--- config.mk ---
export PLATFORM = sky130hd
export DESIGN_NAME = regfile_write_arbiter
export DESIGN_NICKNAME = d
export VERILOG_FILES = /design/src/rtl/regfile_write_arbiter.sv
export SDC_FILE = /design/constraint.sdc
export NUM_CORES = 1
export LEC_CHECK = 0
export ABC_AREA = 0
export CAP_MARGIN = 10
export CORE_MARGIN = 4
export CORE_UTILIZATION = 41
export CTS_BUF_LIST = sky130_fd_sc_hd__clkbuf_8
export DETAILED_ROUTE_END_ITERATION = 7
export PLACE_DENSITY = 0.79
export SETUP_SLACK_MARGIN = 0.02
export SLEW_MARGIN = 10
export SYNTH_ARGS = -nofsm -noshare
export SYNTH_HDL_FRONTEND = slang
export SYNTH_SLANG_ARGS = --single-unit
--- constraint.sdc ---
create_clock -name Clk -period 1.9 [get_ports Clk]
set_input_delay 0.57 -clock Clk [delete_from_list [all_inputs] [get_ports Clk]]
set_output_delay 0.57 -clock Clk [all_outputs]
set_load 0.01 [all_outputs]
--- src/rtl/regfile_write_arbiter.sv ---
// Two-requester write-port arbiter for the register file.
// Round-robin between A and B, one registered write per cycle, plus a saturating conflict counter.
module regfile_write_arbiter #(
  parameter int CNT_WIDTH = 16
) (
  input  logic                 Clk,
  input  logic                 Reset_n,
  input  logic                 ReqA_valid,
  input  logic [4:0]           ReqA_addr,
  input  logic [31:0]          ReqA_data,
  output logic                 ReqA_ready,
  input  logic                 ReqB_valid,
  input  logic [4:0]           ReqB_addr,
  input  logic [31:0]          ReqB_data,
  output logic                 ReqB_ready,
  output logic [31:0]          WriteData,
  output logic [4:0]           WriteRegister,
  output logic                 RegWrite,
  output logic [CNT_WIDTH-1:0] ConflictCount
);

  localparam logic PRIO_A = 1'b0;
  localparam logic PRIO_B = 1'b1;

  localparam logic [CNT_WIDTH-1:0] CNT_MAX = {CNT_WIDTH{1'b1}};
  localparam logic [CNT_WIDTH-1:0] CNT_ONE = {{(CNT_WIDTH-1){1'b0}}, 1'b1};

  logic        prio;
  logic        xfer_a;
  logic        xfer_b;
  logic        conflict;
  logic [4:0]  sel_addr;
  logic [31:0] sel_data;

  // Readies depend only on the valids and the pointer; reset gates them so nothing transfers.
  always_comb begin
    ReqA_ready = Reset_n && ReqA_valid && (!ReqB_valid || (prio == PRIO_A));
    ReqB_ready = Reset_n && ReqB_valid && (!ReqA_valid || (prio == PRIO_B));
    xfer_a     = ReqA_valid && ReqA_ready;
    xfer_b     = ReqB_valid && ReqB_ready;
    conflict   = ReqA_valid && ReqB_valid;
    sel_addr   = xfer_b ? ReqB_addr : ReqA_addr;
    sel_data   = xfer_b ? ReqB_data : ReqA_data;
  end

  always_ff @(posedge Clk or negedge Reset_n) begin
    if (!Reset_n) begin
      prio <= PRIO_A;
    end else if (xfer_a) begin
      prio <= PRIO_B;
    end else if (xfer_b) begin
      prio <= PRIO_A;
    end
  end

  // Register 0 is hardwired, so its writes are accepted but never enabled.
  always_ff @(posedge Clk or negedge Reset_n) begin
    if (!Reset_n) begin
      RegWrite      <= 1'b0;
      WriteData     <= 32'h0;
      WriteRegister <= 5'h0;
    end else begin
      RegWrite <= (xfer_a || xfer_b) && (sel_addr != 5'h0);
      if (xfer_a || xfer_b) begin
        WriteData     <= sel_data;
        WriteRegister <= sel_addr;
      end
    end
  end

  always_ff @(posedge Clk or negedge Reset_n) begin
    if (!Reset_n) begin
      ConflictCount <= '0;
    end else if (conflict && (ConflictCount != CNT_MAX)) begin
      ConflictCount <= ConflictCount + CNT_ONE;
    end
  end

endmodule

**Word-level counts from Yosys, hierarchy flattened**

Cells that the tools add are included.

- Flip-flop bits (word level): 55
- Input port bits: 78
- Output and inout port bits: 56
- Logic and storage cells: 28

- $add $sub $neg: 1
- Equality and inequality tests: 1
- Mux-type cells: 4
- Bitwise logic cells: 1
- Reductions and logical operators: 16

Operators by type and width:

| cell | count |
|---|---|
| 2-to-1 mux 32 bit | 1 |
| adder 16 x 1 -> 16 bit (second input constant) | 1 |
| inequality test 16 bit (second input constant) | 1 |
| logical AND 1 bit | 9 |
| 2-to-1 mux 5 bit | 1 |
| nonzero test 5 bit | 1 |
| logical OR 1 bit | 3 |
| logical NOT 1 bit | 2 |
| 2-to-1 mux 1 bit | 2 |
| nonzero test 2 bit | 1 |
| inverter 1 bit | 1 |

**Logic depth before layout (Yosys ltp)**

Gate-level depths: netlist (run 1).

- Depth in word-level cells: 7
- Depth in mapped cells: 6
- Depth with buffers taken out: 6

**Least setup slack after synthesis (run 1)**

OpenSTA, ideal clock, no wires.

- Kind: flip-flop to flip-flop
- From: register ConflictCount[0]
- To: register ConflictCount[3]
- Library setup time: 129 ps
- Arrival time: 1473 ps
- Required time: 1771 ps
- Slack: 298 ps
- Stages on the path, launching flop included: 7
- Cells stage by stage: dfrtp_1 ha_1 nand4_1 nor2_2 a21oi_4 and4_1 xor2_1

- Longest elaborated chain between the ends: 2
- Elaborated cells on any way between the ends: 3
- Classes of those cells: 1 x add/sub; 1 x eq/ne; 1 x reduce/logical

Ends and longest elaborated chain:

| what | line | source |
|---|---|---|
| start: declaration | 19 | `output logic [CNT_WIDTH-1:0] ConflictCount` |
| start signal: assignment | 75 | `ConflictCount <= ConflictCount + CNT_ONE;` |
| parallel branches: the longest is 2 deep, another holds adder 16 x 1 -> 16 bit | - |  |

Parallel ways; which one is timed is not known.
A chain may end at the register's enable or synchronous reset.

**Worst setup path in the final report (run 1)**

- From: register ConflictCount[9]
- To: output port ConflictCount[9]

No word-level cell between the ends.

==> results.cfg, run 1 <==
[power]
ir_drop_v = 0.000746
leakagePower_nw = 1.84
power.total_w = 0.00335
pwr_density_cell_mw_per_mm2 = 781

[global_routing]
grt_max_degree = 57
grt_antenna_before_repair = 0
track_usage = 0.192
overflow = 0
grt_pass1_wl_um = 11700
grt_pass1_vias = 2385

[timing]
fin_skew_ps = 7.12
min_period_ps = 1870
rsz0062_at_grt = no
setup_ws_ps = 25.4
final_hold_viol_count = 0
whs_ps = 469
worst_pin_slew_ps = 709
slew_violations = 0
max_freq_ghz = 0.533
maxSlewHeadroom = 0.527
final_min_period_over_clock_period = 0.987
finalSetupViolCount = 0

[synth]
synth-seq-cells = 55
ys_types = 33
synth_edf_count = 0
synth_ff_type = dfrtp_1
syn_area_mm2 = 0.00263
synthCells = 247
syn_area_per_cell_um2 = 10.7
yosysWarnings = 0
synth-async-reset-ratio = 1.00
synth_top_cell_by_area = dfrtp_1
ys_top_cells_by_area = dfrtp_1, mux2i_1, o21ai_1
synth_most_common_cell = dfrtp_1
ys_seq_area_frac = 0.523
yosys.area.top_type_share = 0.523
synth_nets = 326
synth_common_cells = dfrtp_1, nand2_1, mux2i_1

[run_status]
status = finished, final reports clean

[cts]
htreeDepth = 2
clk_latency_ps = 310
cts_buffer_depth = 2
clk_pin_slew_worst_paths_ps = 100
hold_buffers = 0
cts_root_buf = clkbuf_8
cts_sinks = 55
cts_made_buffers = 5
cts_tree = yes

[place]
place_worst_setup_slack_ps = -588
gp_congestion = 0.849
dp_hpwl_um = 5620
portBuffers = 133

[final_layout]
nets = 476
post-route-util = 0.708
diodes = 0
syn2layout_area_growth_pct = 63.1
drive_above_1_share = 0.133

[drt]
vias_per_cell = 5.08
wl_um = 7480
ant_nets = 0
vias = 2401
dr.first_iter.drc_count = 59
dr.pass1.iters = 4
route.detailed.drc = 0
wl_per_cell_um = 15.8

[die]
core-area_mm2 = 0.00606
initial_core_util = 0.434
fp.dieW_um = 88.1
fp.dieH_um = 88.1
ios = 134
fp-row-count = 28
die-area_mm2 = 0.00776

[min_path]
hold_class = in -> async

[critical_path]
critPathBufInv = 1
cp_cell_sequence = clkdlybuf4s50_1
critical_path_class = reg -> out
startpoint_type = flip-flop
cp.required_ps = 1330
end_kind = primary output
crit_family = buffers and inverters
worst_ep_arrival_time_ps = 1300
cpMaxStageDelayCell = clkdlybuf4s50_1
slowest_delay_ps = 570
cp_max_fo = 4

[job]
maxCapViolCount = 0
timing repair:
action | in CTS | in global routing
endpoints found under the hold margin | 0 | 0
setup endpoints to repair | 50 | 9
resized for setup | 19 | 5
buffers inserted | 6 | 7
pin swaps | 0 | 0
metal layers:
layer	GRT usage	share of wire	up-vias
met1	0.253	0.41	1132
met4	0.0440	0.0099	0
li1	-	-	1159
met2	0.319	0.49	100
met5	0	0	-
met3	0.0527	0.089	10
state kept, by name (all words and copies together) (netlist names):
signal and cells:
ConflictCount 16, WriteData 32, RegWrite 1, prio 1, WriteRegister 5
power by group:
part	internal (W)	switching, W
Sequential	0.00135	0.000128
Combinational	0.000682	0.000482
Clock	0.000332	0.000374
final cells by class:
cell class,count,area (µm²)
clock buffers,7,96.3
clock inverters,1,7.51
fillers,467,1770
inverters,2,7.51
multi-input cells,178,1180
flip-flops and latches,55,1380
well taps,75,93.8
repair buffers,155,1520
cells by family after synthesis:
family	after synthesis	synth area share
DFF	55	0.523
buffers and inverters	14	0.0342
adders and majority gates	1	0.00475
and+or+nand+nor	78	0.139
xor gates and xnor gates	12	0.0399
AOI/OAI and AO/OA	48	0.110
muxes	39	0.149
placed cells by master, fill, tap and decap left out, types with 2 or more instances in the layout:
cell type        Yosys  layout
dlymetal6s2s_1       0       4
buf_12               0       2
dlygate4sd2_1        0       4
a21oi_4              2       2
xnor2_1              5       5
inv_1                2       2
a31oi_1              3       3
mux2i_1             38      38
o21ai_1             37      37
clkdlybuf4s50_1      0     122
nor2_2               4       4
buf_4                0      19
nor2_1               7       7
clkbuf_8             0       7
dfrtp_1             55      51
nand4_1              6       6
nand2_1             47      46
buf_2                5       2
xor2_1               7       7
nor3_2               2       2
dfrtp_2              0       4
buf_6                4       2
nand3_1              4       4
nand2_2              1       2
metrics by stage:
step	setup TNS (ps)	cell area (µm²)	instances
finish	0	4290	473
global route	0	4290	473
CTS	0	4220	466
detailed placement	-23170	4070	452
global placement	-21910	4070	452
floorplan	0	2630	247
final timing paths:
path | startpoint | end | slack (ps) | cells past startpoint
max reg2reg | prio | WriteData[30] | 190 | 5
min reg2reg | WriteData[25] | WriteData[25] | 490 | 2
min | Reset_n | WriteData[17] | 470 | 2
max in group asynchronous | Reset_n | ConflictCount[11] | 930 | 2
min in group Clk | WriteData[25] | WriteData[25] | 490 | 2
max | ConflictCount[9] | ConflictCount[9] | 30 | 1
Power figures use the tool's default switching activity.
==> inputs of run 2 (changes only) <==
- clock period: 1.9 -> 2.1 ns (I/O delays scaled with it)
==> results.cfg, run 2 (synthesis gave the netlist of run 1 again) <==
[final_layout]
syn2layout_area_growth_pct = 57.0
largest_reg_flops = 32
final_cell_mix = clkdlybuf4s50_1, dfrtp_1, nand2_1
mostFrequentLayoutCell = clkdlybuf4s50_1
top_register = WriteData
diodes = 0
reg_top3 = WriteData (32), ConflictCount (16), WriteRegister (5)
fillers = 497
nets = 461
drive_above_1_share = 0.0761

[cts]
clk_pin_slew_worst_paths_ps = 90
cts_buffer_depth = 2
cts_sinks = 55
cts_tree = yes
cts_made_buffers = 5
cts_root_buf = clkbuf_8
hold_buffers = 0
htreeDepth = 2
clk_latency_ps = 300

[global_routing]
grt_pass1_vias = 2441
track_usage = 0.193
grt_max_degree = 57
grt_pass1_wl_um = 11600
grt_antenna_before_repair = 0
overflow = 0

[critical_path]
worst_ep_arrival_time_ps = 1390
critical_path_class = reg -> out
critPathBufInv = 1
slowest_delay_ps = 600
cp.required_ps = 1470
ff2ff_setup_slack_ps = 340
startpoint_type = flip-flop
cp_max_fo = 7
cpMaxStageDelayCell = clkdlybuf4s50_1
crit_family = buffers and inverters
end_kind = primary output
cp_cell_sequence = clkdlybuf4s50_1

[die]
fp.dieW_um = 88.1
die-area_mm2 = 0.00776
fp-row-count = 28
ios = 134
fp.dieH_um = 88.1
core-area_mm2 = 0.00606
initial_core_util = 0.434

[job]
maxCapViolCount = 0

[timing]
final_hold_viol_count = 0
whs_ps = 488
finalSetupViolCount = 0
maxSlewHeadroom = 0.526
max_freq_ghz = 0.495
slew_violations = 0
min_period_ps = 2020
rsz0062_at_grt = no
final_min_period_over_clock_period = 0.961
worst_pin_slew_ps = 712
setup_ws_ps = 81.5
fin_skew_ps = 8.81

[place]
portBuffers = 133
gp_congestion = 0.901
place_worst_setup_slack_ps = -523
dp_hpwl_um = 5680

[drt]
ant_nets = 0
wl_per_cell_um = 16.0
vias = 2321
vias_per_cell = 5.09
dr.first_iter.drc_count = 80
dr.pass1.iters = 4
wl_um = 7280
route.detailed.drc = 0

[power]
ir_drop_v = 0.000531
leakagePower_nw = 1.69
pwr_density_cell_mw_per_mm2 = 680

[run_status]
status = finished, final reports clean

[min_path]
hold_class = reg -> reg
## run 2: cell types whose count changed in the layout (fill, tap and decap cells not counted), moves of 2 or more
| cell | previous run | this run |
|---|---|---|
| clkdlybuf4s50_1 | 122 | 128 |
| dlygate4sd2_1 | 4 | 2 |
| clkbuf_8 | 7 | 5 |
| dlymetal6s2s_1 | 4 | 0 |
| buf_4 | 19 | 3 |
| dfrtp_2 | 4 | 0 |
| dfrtp_1 | 51 | 55 |
## run 2: area by class of cell
cell class / count / area [µm²] / share of cell area
well taps: 75 / 93.8 / 0.0227
clock buffers: 5 / 68.8 / 0.0167
inverters: 2 / 7.51 / 0.00182
flip-flops and latches: 55 / 1380 / 0.333
clock inverters: 1 / 3.75 / 0.000909
repair buffers: 140 / 1410 / 0.340
multi-input cells: 178 / 1180 / 0.285
## run 2: power breakdown
| group | internal [W] | switching [W] |
|---|---|---|
| registers | 0.00122 | 0.000141 |
| clock network | 0.000219 | 0.000314 |
| logic | 0.000541 | 0.000377 |
## run 2: worst paths after layout
path | start | end | depth (start not counted)
max | ConflictCount[13] | ConflictCount[13] | 1
min | WriteData[26] | WriteData[26] | 2
max reg2reg | ConflictCount[0] | ConflictCount[3] | 6
min reg2reg | WriteData[26] | WriteData[26] | 2
max in group asynchronous | Reset_n | WriteData[21] | 2
min in group asynchronous | Reset_n | WriteData[16] | 2
## run 2: what timing repair did
item                       4_1_cts  5_1_grt
gates resized for setup         13        0
setup buffers                    0        0
setup endpoints to repair       40        0
## run 2: through the flow
step	TNS, ps	cell area, µm²	power (W)	cells	utilization
finish	0	4130	0.00281	456	0.682
global route	0	4130	0.00298	456	0.682
CTS	0	4130	0.00284	456	0.682
detailed placement	-16150	4060	0.00231	450	0.669
global placement	-14820	4060	0.00229	450	0.669
floorplan	0	2630	0.00172	247	-
## run 2: per-layer routing
| metal | up-vias | routed length (µm) | track usage |
|---|---|---|---|
| li1 | 1129 | - | - |
| met2 | 98 | 3430 | 0.325 |
| met3 | 12 | 734 | 0.0649 |
| met5 | - | 0 | 0 |
| met4 | 0 | 108 | 0.0467 |
| met1 | 1082 | 3000 | 0.242 |
==> inputs of run 3 (changes only) <==
- CORE_UTILIZATION: 41 -> 44
- PLACE_DENSITY: 0.79 -> 0.84
- clock period: 2.1 -> 2.35 ns (I/O delays scaled with it)
==> results.cfg, run 3 (synthesis gave the netlist of run 1 again) <==
[drt]
vias = 2288
dr.pass1.iters = 4
wl_um = 6960
wl_per_cell_um = 15.3
vias_per_cell = 5.03
route.detailed.drc = 0
dr.first_iter.drc_count = 98
ant_nets = 0

[final_layout]
mostFrequentLayoutCell = clkdlybuf4s50_1
post-route-util = 0.735
seq_area_mm2 = 0.00138
drive_above_1_share = 0.0809
layout.cells.non_filler = 455
syn2layout_area_growth_pct = 57.7
top_register = WriteData
multiInputGateArea_mm2 = 0.00118
final_cell_mix = clkdlybuf4s50_1, dfrtp_1, nand2_1
largest_reg_flops = 32
diodes = 0
reg_top3 = WriteData (32), ConflictCount (16), WriteRegister (5)
nets = 461
fillers = 420
final_cell_area_mm2 = 0.00415

[critical_path]
startpoint_type = primary input
critPathBufInv = 2
cp_cell_sequence = clkdlybuf4s50_1 > nand2_1 > a21oi_4 > buf_6
cp.required_ps = 1640
critical_path_class = in -> out
worst_ep_arrival_time_ps = 1590
cp_max_fo = 2
crit_family = buffers and inverters
end_kind = primary output
rr_startpoint = prio
slowest_delay_ps = 470
cpMaxStageDelayCell = clkdlybuf4s50_1
crit_start = ReqB_valid

[timing]
tns_ps = 0
slew_violations = 0
final_min_period_over_clock_period = 0.978
rsz0062_at_grt = no
max_freq_ghz = 0.435
setup_ws_ps = 51.0
final_hold_viol_count = 0
min_period_ps = 2300
maxSlewHeadroom = 0.548
fin_skew_ps = 4.07
finalSetupViolCount = 0
worst_pin_slew_ps = 677

[min_path]
hold_class = in -> async

[place]
dp_hpwl_um = 5480
dp_cells = 447
place_worst_setup_slack_ps = -421
placed_area_mm2 = 0.00405
gp_congestion = 0.850
portBuffers = 133

[job]
maxCapViolCount = 0

[cts]
htreeDepth = 2
cts_root_buf = clkbuf_8
cts_made_buffers = 5
cts_sinks = 55
clk_pin_slew_worst_paths_ps = 90
cts_buffer_depth = 2
clk_latency_ps = 300
hold_buffers = 0
cts_tree = yes

[global_routing]
grt_max_degree = 56
grt_pass1_vias = 2316
grtUsageMet2 = 0.333
met3_usage = 0.0583
met1_usage = 0.244
grt_pass1_wl_um = 11300
top_usage_layer = met2
track_usage = 0.193
overflow = 0
grt_antenna_before_repair = 0

[power]
internal_power_w = 0.00184
pwr_density_cell_mw_per_mm2 = 623
comb_power_share = 0.317
ir_drop_v = 0.000632
leakagePower_nw = 1.70
p_seq_frac = 0.470
clockPowerShare = 0.213
p_switching_w = 0.000747
switching_share = 0.289

[die]
fp-row-count = 27
die-area_mm2 = 0.00728
initial_core_util = 0.466
fp.dieH_um = 85.3
core-area_mm2 = 0.00564
ios = 134
fp.dieW_um = 85.3

[run_status]
status = finished, final reports clean
==> run 3: cell types whose count changed in the layout (fill, tap and decap cells not counted) <==
cell	before	now
clkbuf_8	5	7
buf_4	3	5
dlygate4sd2_1	2	1
clkdlybuf4s50_1	128	129
buf_6	3	1
==> run 3: final timing paths <==
check	end	slack [ps]	depth (start not counted)
min in group Clk	WriteData[22]	490	2
max in group asynchronous	WriteData[10]	1340	2
max	ReqB_ready	50	4
min	prio	300	2
min reg2reg	WriteData[22]	490	2
max reg2reg	WriteData[6]	570	5
==> run 3: routing by layer <==
metal | part of all wire | routed length, µm
met2 | 0.49 | 3410
met1 | 0.42 | 2940
met3 | 0.080 | 557
met5 | 0 | 0
met4 | 0.0063 | 44
==> run 3: cell type report <==
type                    count  share of cell area
well taps                  72              0.0217
flip-flops and latches     55               0.332
multi-input cells         178               0.283
inverters                   2             0.00181
clock inverters             1            0.000905
clock buffers               7              0.0232
repair buffers            140               0.337
==> run 3: what timing repair did <==
item,in CTS,in global routing
gates resized for setup,9,2
setup endpoints to repair,2,1
buffers inserted,0,0
==> run 3: power by group through the flow <==
| stage | clock (W) | sequential, W | combinational [W] |
|---|---|---|---|
| after floorplan | 0 | 0.00128 | 0.000257 |
| after global placement | 0 | 0.00123 | 0.000818 |
| after detailed placement | 0 | 0.00123 | 0.000833 |
| after CTS | 0.000562 | 0.00122 | 0.000833 |
| after global routing | 0.000610 | 0.00124 | 0.000889 |
| final | 0.000549 | 0.00121 | 0.000820 |
==> run 3: worst register-to-register path, delay by kind of cell (launching register included) <==
kind / cells / cell delay [ps]
muxes: 1 / 330
DFF: 1 / 400
AOI/OAI and AO/OA: 2 / 290
buffers and inverters: 2 / 650
==> run 3: stage by stage <==
stage / hold WS [ps] / power, W
2_1_floorplan: 409 / 0.00154
3_3_place_gp: 468 / 0.00204
3_5_place_dp: 474 / 0.00206
4_1_cts: 293 / 0.00261
5_1_grt: 294 / 0.00274
6_report: 296 / 0.00258
